`src/rtl/rail_fence_param_core.sv`:
```
// Parametrised rail-fence cipher engine, one column of RAILS bits per cycle.
// Optional abort input enabled by defining RAILFENCE_ABORT_EN.
module rail_fence_param_core #(
  parameter int DATA_W = 256,
  parameter int RAILS  = 2
) (
  input  logic              i_clk,
  input  logic              i_rst_new,
  input  logic              i_start,
  input  logic              i_mode,
  input  logic [DATA_W-1:0] i_data,
`ifdef RAILFENCE_ABORT_EN
  input  logic              i_abort,
`endif
  output logic [DATA_W-1:0] o_data,
  output logic              o_busy,
  output logic              o_finished
);

  localparam int L  = DATA_W / RAILS;
  localparam int CW = $clog2(L);
  localparam int IW = $clog2(DATA_W);

  typedef enum logic {
    S_IDLE,
    S_CALC
  } state_t;

  state_t            state;
  state_t            state_nxt;
  logic [CW-1:0]     col;
  logic [CW-1:0]     col_nxt;
  logic [DATA_W-1:0] in_r;
  logic [DATA_W-1:0] in_nxt;
  logic [DATA_W-1:0] data_nxt;
  logic              mode_r;
  logic              mode_nxt;
  logic              fin_nxt;
  logic              abort;
  logic              last;
  logic [IW-1:0]     col_x;
  logic [IW-1:0]     row_idx [RAILS];
  logic [IW-1:0]     col_idx [RAILS];

`ifdef RAILFENCE_ABORT_EN
  assign abort = i_abort;
`else
  assign abort = 1'b0;
`endif

  assign last   = (col == CW'(L - 1));
  assign col_x  = IW'(col);
  assign o_busy = (state == S_CALC);

  // row_idx = r*L+col (rail-major), col_idx = RAILS*col+r (column-major)
  for (genvar r = 0; r < RAILS; r++) begin : g_idx
    assign row_idx[r] = IW'(r * L) + col_x;
    assign col_idx[r] = IW'(RAILS) * col_x + IW'(r);
  end

  always_ff @(posedge i_clk or negedge i_rst_new) begin
    if (!i_rst_new) begin
      state      <= S_IDLE;
      col        <= '0;
      in_r       <= '0;
      mode_r     <= 1'b0;
      o_data     <= '0;
      o_finished <= 1'b0;
    end else begin
      state      <= state_nxt;
      col        <= col_nxt;
      in_r       <= in_nxt;
      mode_r     <= mode_nxt;
      o_data     <= data_nxt;
      o_finished <= fin_nxt;
    end
  end

  always_comb begin
    state_nxt = state;
    col_nxt   = col;
    in_nxt    = in_r;
    mode_nxt  = mode_r;
    data_nxt  = o_data;
    fin_nxt   = 1'b0;
    unique case (state)
      S_IDLE: begin
        if (i_start) begin
          in_nxt    = i_data;
          mode_nxt  = i_mode;
          data_nxt  = '0;
          col_nxt   = '0;
          state_nxt = S_CALC;
        end
      end
      S_CALC: begin
        for (int r = 0; r < RAILS; r++) begin
          if (mode_r) begin
            data_nxt[col_idx[r]] = in_r[row_idx[r]];
          end else begin
            data_nxt[row_idx[r]] = in_r[col_idx[r]];
          end
        end
        // abort takes priority over completing the last column
        if (abort) begin
          state_nxt = S_IDLE;
          col_nxt   = '0;
        end else if (last) begin
          state_nxt = S_IDLE;
          col_nxt   = '0;
          fin_nxt   = 1'b1;
        end else begin
          col_nxt = col + CW'(1);
        end
      end
      default: state_nxt = S_IDLE;
    endcase
  end

endmodule

```
`config.mk`:
```
export PLATFORM = sky130hd
export DESIGN_NAME = rail_fence_param_core
export DESIGN_NICKNAME = d
export VERILOG_FILES = /design/src/rtl/rail_fence_param_core.sv
export SDC_FILE = /design/constraint.sdc
export NUM_CORES = 2
export LEC_CHECK = 0
export ABC_AREA = 1
export CORE_MARGIN = 4
export CORE_UTILIZATION = 50
export DETAILED_ROUTE_END_ITERATION = 10
export PLACE_DENSITY = 0.72
export SLEW_MARGIN = 20
export SYNTH_ARGS = -nofsm -noshare
export SYNTH_HDL_FRONTEND = slang
export SYNTH_SLANG_ARGS = --single-unit
```
`constraint.sdc`:
```
create_clock -name i_clk -period 4.56 [get_ports i_clk]
set_clock_uncertainty 0.2 [all_clocks]
set_input_delay 0.912 -clock i_clk [delete_from_list [all_inputs] [get_ports i_clk]]
set_output_delay 0.912 -clock i_clk [all_outputs]
set_load 0.005 [all_outputs]
```
---- After elaboration in Yosys (flattened, before gate mapping) ----
Cells that the tools add are included.
operators by class
  reduce and logical (&&, ||, !) cells .... 5
  bitwise operators ....................... 1
  $lt $le $gt $ge ......................... 8
  add/subtract/negate cells ............... 3
  equal/unequal tests ..................... 2
  mux-type cells .......................... 33
operator list
  cell                 count
  $bwmux 256           4
  $mux 256             4
  $pmux 256 s2         1
  $lt 8x9->1 const B   3
  $ge 8x1->1 const B   3
  $bmux 1 s8           2
  $demux 1 s8          2
  $bmux 1 s7           2
  $demux 1 s7          2
  $mux 7               2
  $pmux 7 s2           1
  $mux 1               12
  $lt 7x9->1 const B   1
  $add 8x1->8 const B  1
  $add 8x7->8 const A  1
  $add 7x1->7 const B  1
  $eq 7x7->1 const B   1
  $ge 7x1->1 const B   1
  $logic_and 1x1->1    4
  $ne 2x2->1 const B   1
  $pmux 1 s2           1
  $reduce_and 2->1     1
  $not 1->1            1
word-level totals
  word-level logic and storage cells ...... 58
  bits of input ports ..................... 260
  bits in registers ....................... 522

---- Longest topological paths before layout ----
  word-level depth ........................ 10
  depth in mapped cells ................... 19
  gate-level depth less buffers ........... 15

---- Worst setup path after synthesis ----
OpenSTA, ideal clock, no wires.
  path type ............................... input to register
  start ................................... input port i_start
  end ..................................... register o_data[207]
  setup slack ............................. 2.046 ns
  data required time ...................... 4.247 ns
  path buffers ............................ 2
  data arrival time ....................... 2.201 ns
  cell stages on the path ................. 9
  cells stage by stage .................... nor2_1 -> clkbuf_1 -> inv_1 -> clkbuf_1 -> o31ai_1 -> inv_1 -> or2_2 -> nand2_1 -> inv_1
on the way
  cells in the longest elaborated chain, start to end .. 1
RTL lines
  what                  RTL line  text
  from (decl)           9         input logic i_start,
  $ne 2x2->1 (no line)  n/a
  to (signal assigned)  74        o_data <= data_nxt;
  to (decl)             15        output logic [DATA_W-1:0] o_data,
No other way between the ends.
A chain may end at the register's enable or synchronous reset.

---- Worst setup path after layout ----
  start ................................... register col[0]
  end ..................................... register o_data[22]
on the way
  cells in the longest elaborated chain, start to end .. 10
  elaborated cells between the ends (all ways) .. 38
RTL lines
  what                                                                RTL line  text
  from (decl)                                                         31        logic [CW-1:0] col;
  from (signal assigned)                                              71        col <= col_nxt;
  parallel branches: the longest is 8 deep, another holds $lt 8x9->1  n/a
  $mux 256 (*)                                                        98        if (mode_r) begin
  $pmux 256 s2 (*)                                                    86        unique case (state)
Mark *: on every way between the ends. The select of a mux whose other input is x is not followed.

==> metrics.yaml <==
run_status:
  status: "complete, no violations"
cts:
  cts_resized: 0
  root_buffer: "clkbuf_16"
  hold_buffers: 0
  numClockSinks: 522
  cts_tree: "yes"
  insertion_delay_ns: 0.64
  clk_pin_slew_ns: 0.06
  htreeDepth: 2
  cts_setup_buffers: 0
  numCtsBuffers: 57
  ctsLongestPathBuffers: 3
timing:
  timing.setup.tns_ns: 0
  setup_ws_ns: 0.637
  max_freq_mhz: 255
  tightest_slew_ns: 1.14
  slew_violations: 0
  setup_viol: 0
  rsz0062_at_grt: "no"
  hold_viol: 0
  finalCritPeriodShare_pct: 86.0
  min_period_ns: 3.92
  relSlewSlack_pct: 23.8
grt:
  grt_pass1_wl_um: 187000
  antenna_found_initial: 5
  use_met3_pct: 6.04
  grt.busiest_layer: "met2"
  grt_max_degree: 216
  grt_util_met1_pct: 44.6
  grt_pass1_vias: 31800
  grtUsageMet2_pct: 56.2
  grt_util_all_layers_pct: 35.1
  grt_overflow: 0
placement:
  dp_slack_ns: 0.702
  detailed_place_hpwl_um: 86800
  routabilityCongestion: 0.943
  post_dp_cell_area_sq_um: 37900
  portBuffers: 517
logic_synthesis:
  synth.avg_cell_area_sq_um: 6.71
  syn_nets: 5024
  postSynthCellCount: 4763
  seq_area_frac_synth_pct: 40.9
  ys_seq_elements: 522
  yosysWarnings: 0
  synth_cell_types: 33
  syn-cell-area_sq_um: 32000
final_layout:
  final_area_sq_um: 39700
  layout_commonest_cell: "nand2_1"
  syn_to_final_growth_pct: 24.1
  final_cell_mix: "nand2_1, nor2_1, dfrtp_1"
  final_layout_size_suffix_gt1_share_pct: 7.62
  fin_nets: 5399
  post-route-util_pct: 62.8
  fillers: 5856
floorplanning:
  die-area_sq_um: 68100
  core_area_sq_um: 63200
  std_cell_rows: 92
  start_util_pct: 50.6
  boundaryPins: 518
  die_w_um: 261
  die_h_um: 261
power_and_ir_drop:
  p_leak_nw: 19.4
  ir_drop_mv: 0.677
  p_per_area_nw_per_um2: 593
critical_path:
  cp.arrival_ns: 4.24
  regToRegStartpoint: "col[0]"
  endpoint: "o_data[22]"
  crit_slowest_cell: "dfrtp_4"
  endpoint_kind: "flop"
  cp_max_fo: 98
  path_cells: "inv_6, buf_4, o21ai_0, nand2_1, nand2_1, o21ai_1, nand2_1, nor2_1, nor2_1, nor2_1, nand2_4, buf_12, nand2_1, nand2_1, nand2_1, nand2_1"
  rr_worst_depth: 16
  cpLargestDelayFamily: "simple AND/OR/NAND/NOR gates"
  worstSetupPathDepth: 16
  cp.required_ns: 4.88
  critPathLaunchType: "flop"
  path_buf_inv: 3
  r2r_end: "o_data[22]"
  ff2ff_setup_slack_ns: 0.64
  critical_path_class: "flop to flop"
  path_common_cell: "nand2_1"
  cp-startpoint: "col[0]"
  cpPeakStageDelay_ns: 0.52
routing:
  vias: 33800
  routed_wl_um: 123000
  drc_errors: 0
  drtPass1Iterations: 8
  ant_nets: 0
  drt-initial-drc-count: 3619
  routedWlPerCell_um: 20.4
  drt-vias-per-instance: 5.61
job:
  cap_violations: 0
hold_path:
  hp-class: "primary input to async pin"
-- worst min path at each step --
| stage | start | to | slack (ns) | cells past startpoint |
|---|---|---|---|---|
| detailed placement | o_data[98] | o_data[98] | 0.27 | 2 |
| finish | i_rst_new | o_data[123] | 0.08 | 1 |
| floorplan | o_data[102] | o_data[102] | 0.27 | 2 |
| global placement | o_data[98] | o_data[98] | 0.27 | 2 |
| global route | i_rst_new | o_data[123] | 0.12 | 1 |
| CTS | i_rst_new | o_data[123] | 0.11 | 1 |
-- through the flow --
step	std cells	power, mW	hold WS, ns
2_1_floorplan	4763	13.9	0.272
3_3_place_gp	5925	18.6	0.267
3_5_place_dp	5925	18.7	0.268
4_1_cts	6019	23.3	0.109
5_1_grt	6022	24.8	0.123
6_report	6023	23.5	0.0822
-- cells in the mapped netlist --
library cell,number,area share (%)
nand2_1,1915,22
nor2_1,657,7.7
dfrtp_1,522,41
o21ai_0,305,4.8
inv_1,288,3.4
a21oi_1,189,3.0
mux2_2,176,6.2
clkbuf_1,147,1.7
o22ai_1,103,2.0
nor3_1,101,1.6
buf_2,91,1.4
nand3_1,68,1.1
o21ai_1,52,0.81
or2_2,24,0.47
buf_1,20,0.23
buf_4,19,0.45
o31ai_1,18,0.42
nand4_1,13,0.25
inv_2,11,0.13
a31oi_1,8,0.16
buf_6,7,0.25
nand3b_1,6,0.14
nand2_2,5,0.098
clkinv_1,4,0.047
nor2_2,3,0.059
or2_1,3,0.059
xor2_1,2,0.055
a22oi_1,1,0.023
ha_1,1,0.039
nor2_8,1,0.063
o211ai_1,1,0.023
o32ai_1,1,0.027
xnor2_1,1,0.027
-- power by group --
part	total, mW	internal (mW)	switching, mW
combinational	12.0	4.03	7.98
clock	4.54	2.56	1.98
sequential	6.97	5.95	1.02
total	23.5	12.5	11.0
-- registers in the layout (all words and copies together) (netlist names) --
signal      flops
in_r          256
o_data        256
col             7
mode_r          1
o_busy          1
o_finished      1
-- kinds of logic (layout without fill, tap and decap cells) --
family                     after synthesis  in the layout  synth area share [%]
DFF                                    522            522                  40.9
buffers and inverters                  587            997                  7.63
AOI/OAI and AO/OA                      678            678                  11.2
xor gates and xnor gates                 3              3                0.0822
muxes                                  176            176                  6.20
other                                    0              4                     0
adders and majority gates                1              1                0.0391
and+or+nand+nor                       2796           2796                  34.0
-- metal layers --
layer  vias to the layer above  wire length (um)
met1                     15600             45600
met3                       405             12000
li1                      15900                 -
met4                         2              8970
met2                      1922             56300
met5                         -                13
-- layout make-up --
class	count	area, sq um	area share, %
Tap cell	846	1060	2.67
Antenna cell	4	10.0	0.0252
Clock buffer	85	1670	4.22
Sequential cell	522	13100	32.9
Clock inverter	9	77.6	0.195
Multi-Input combinational cell	3654	16500	41.7
Inverter	303	1150	2.90
Timing Repair Buffer	600	6100	15.4
No activity file was read; power rests on OpenSTA's default activity.
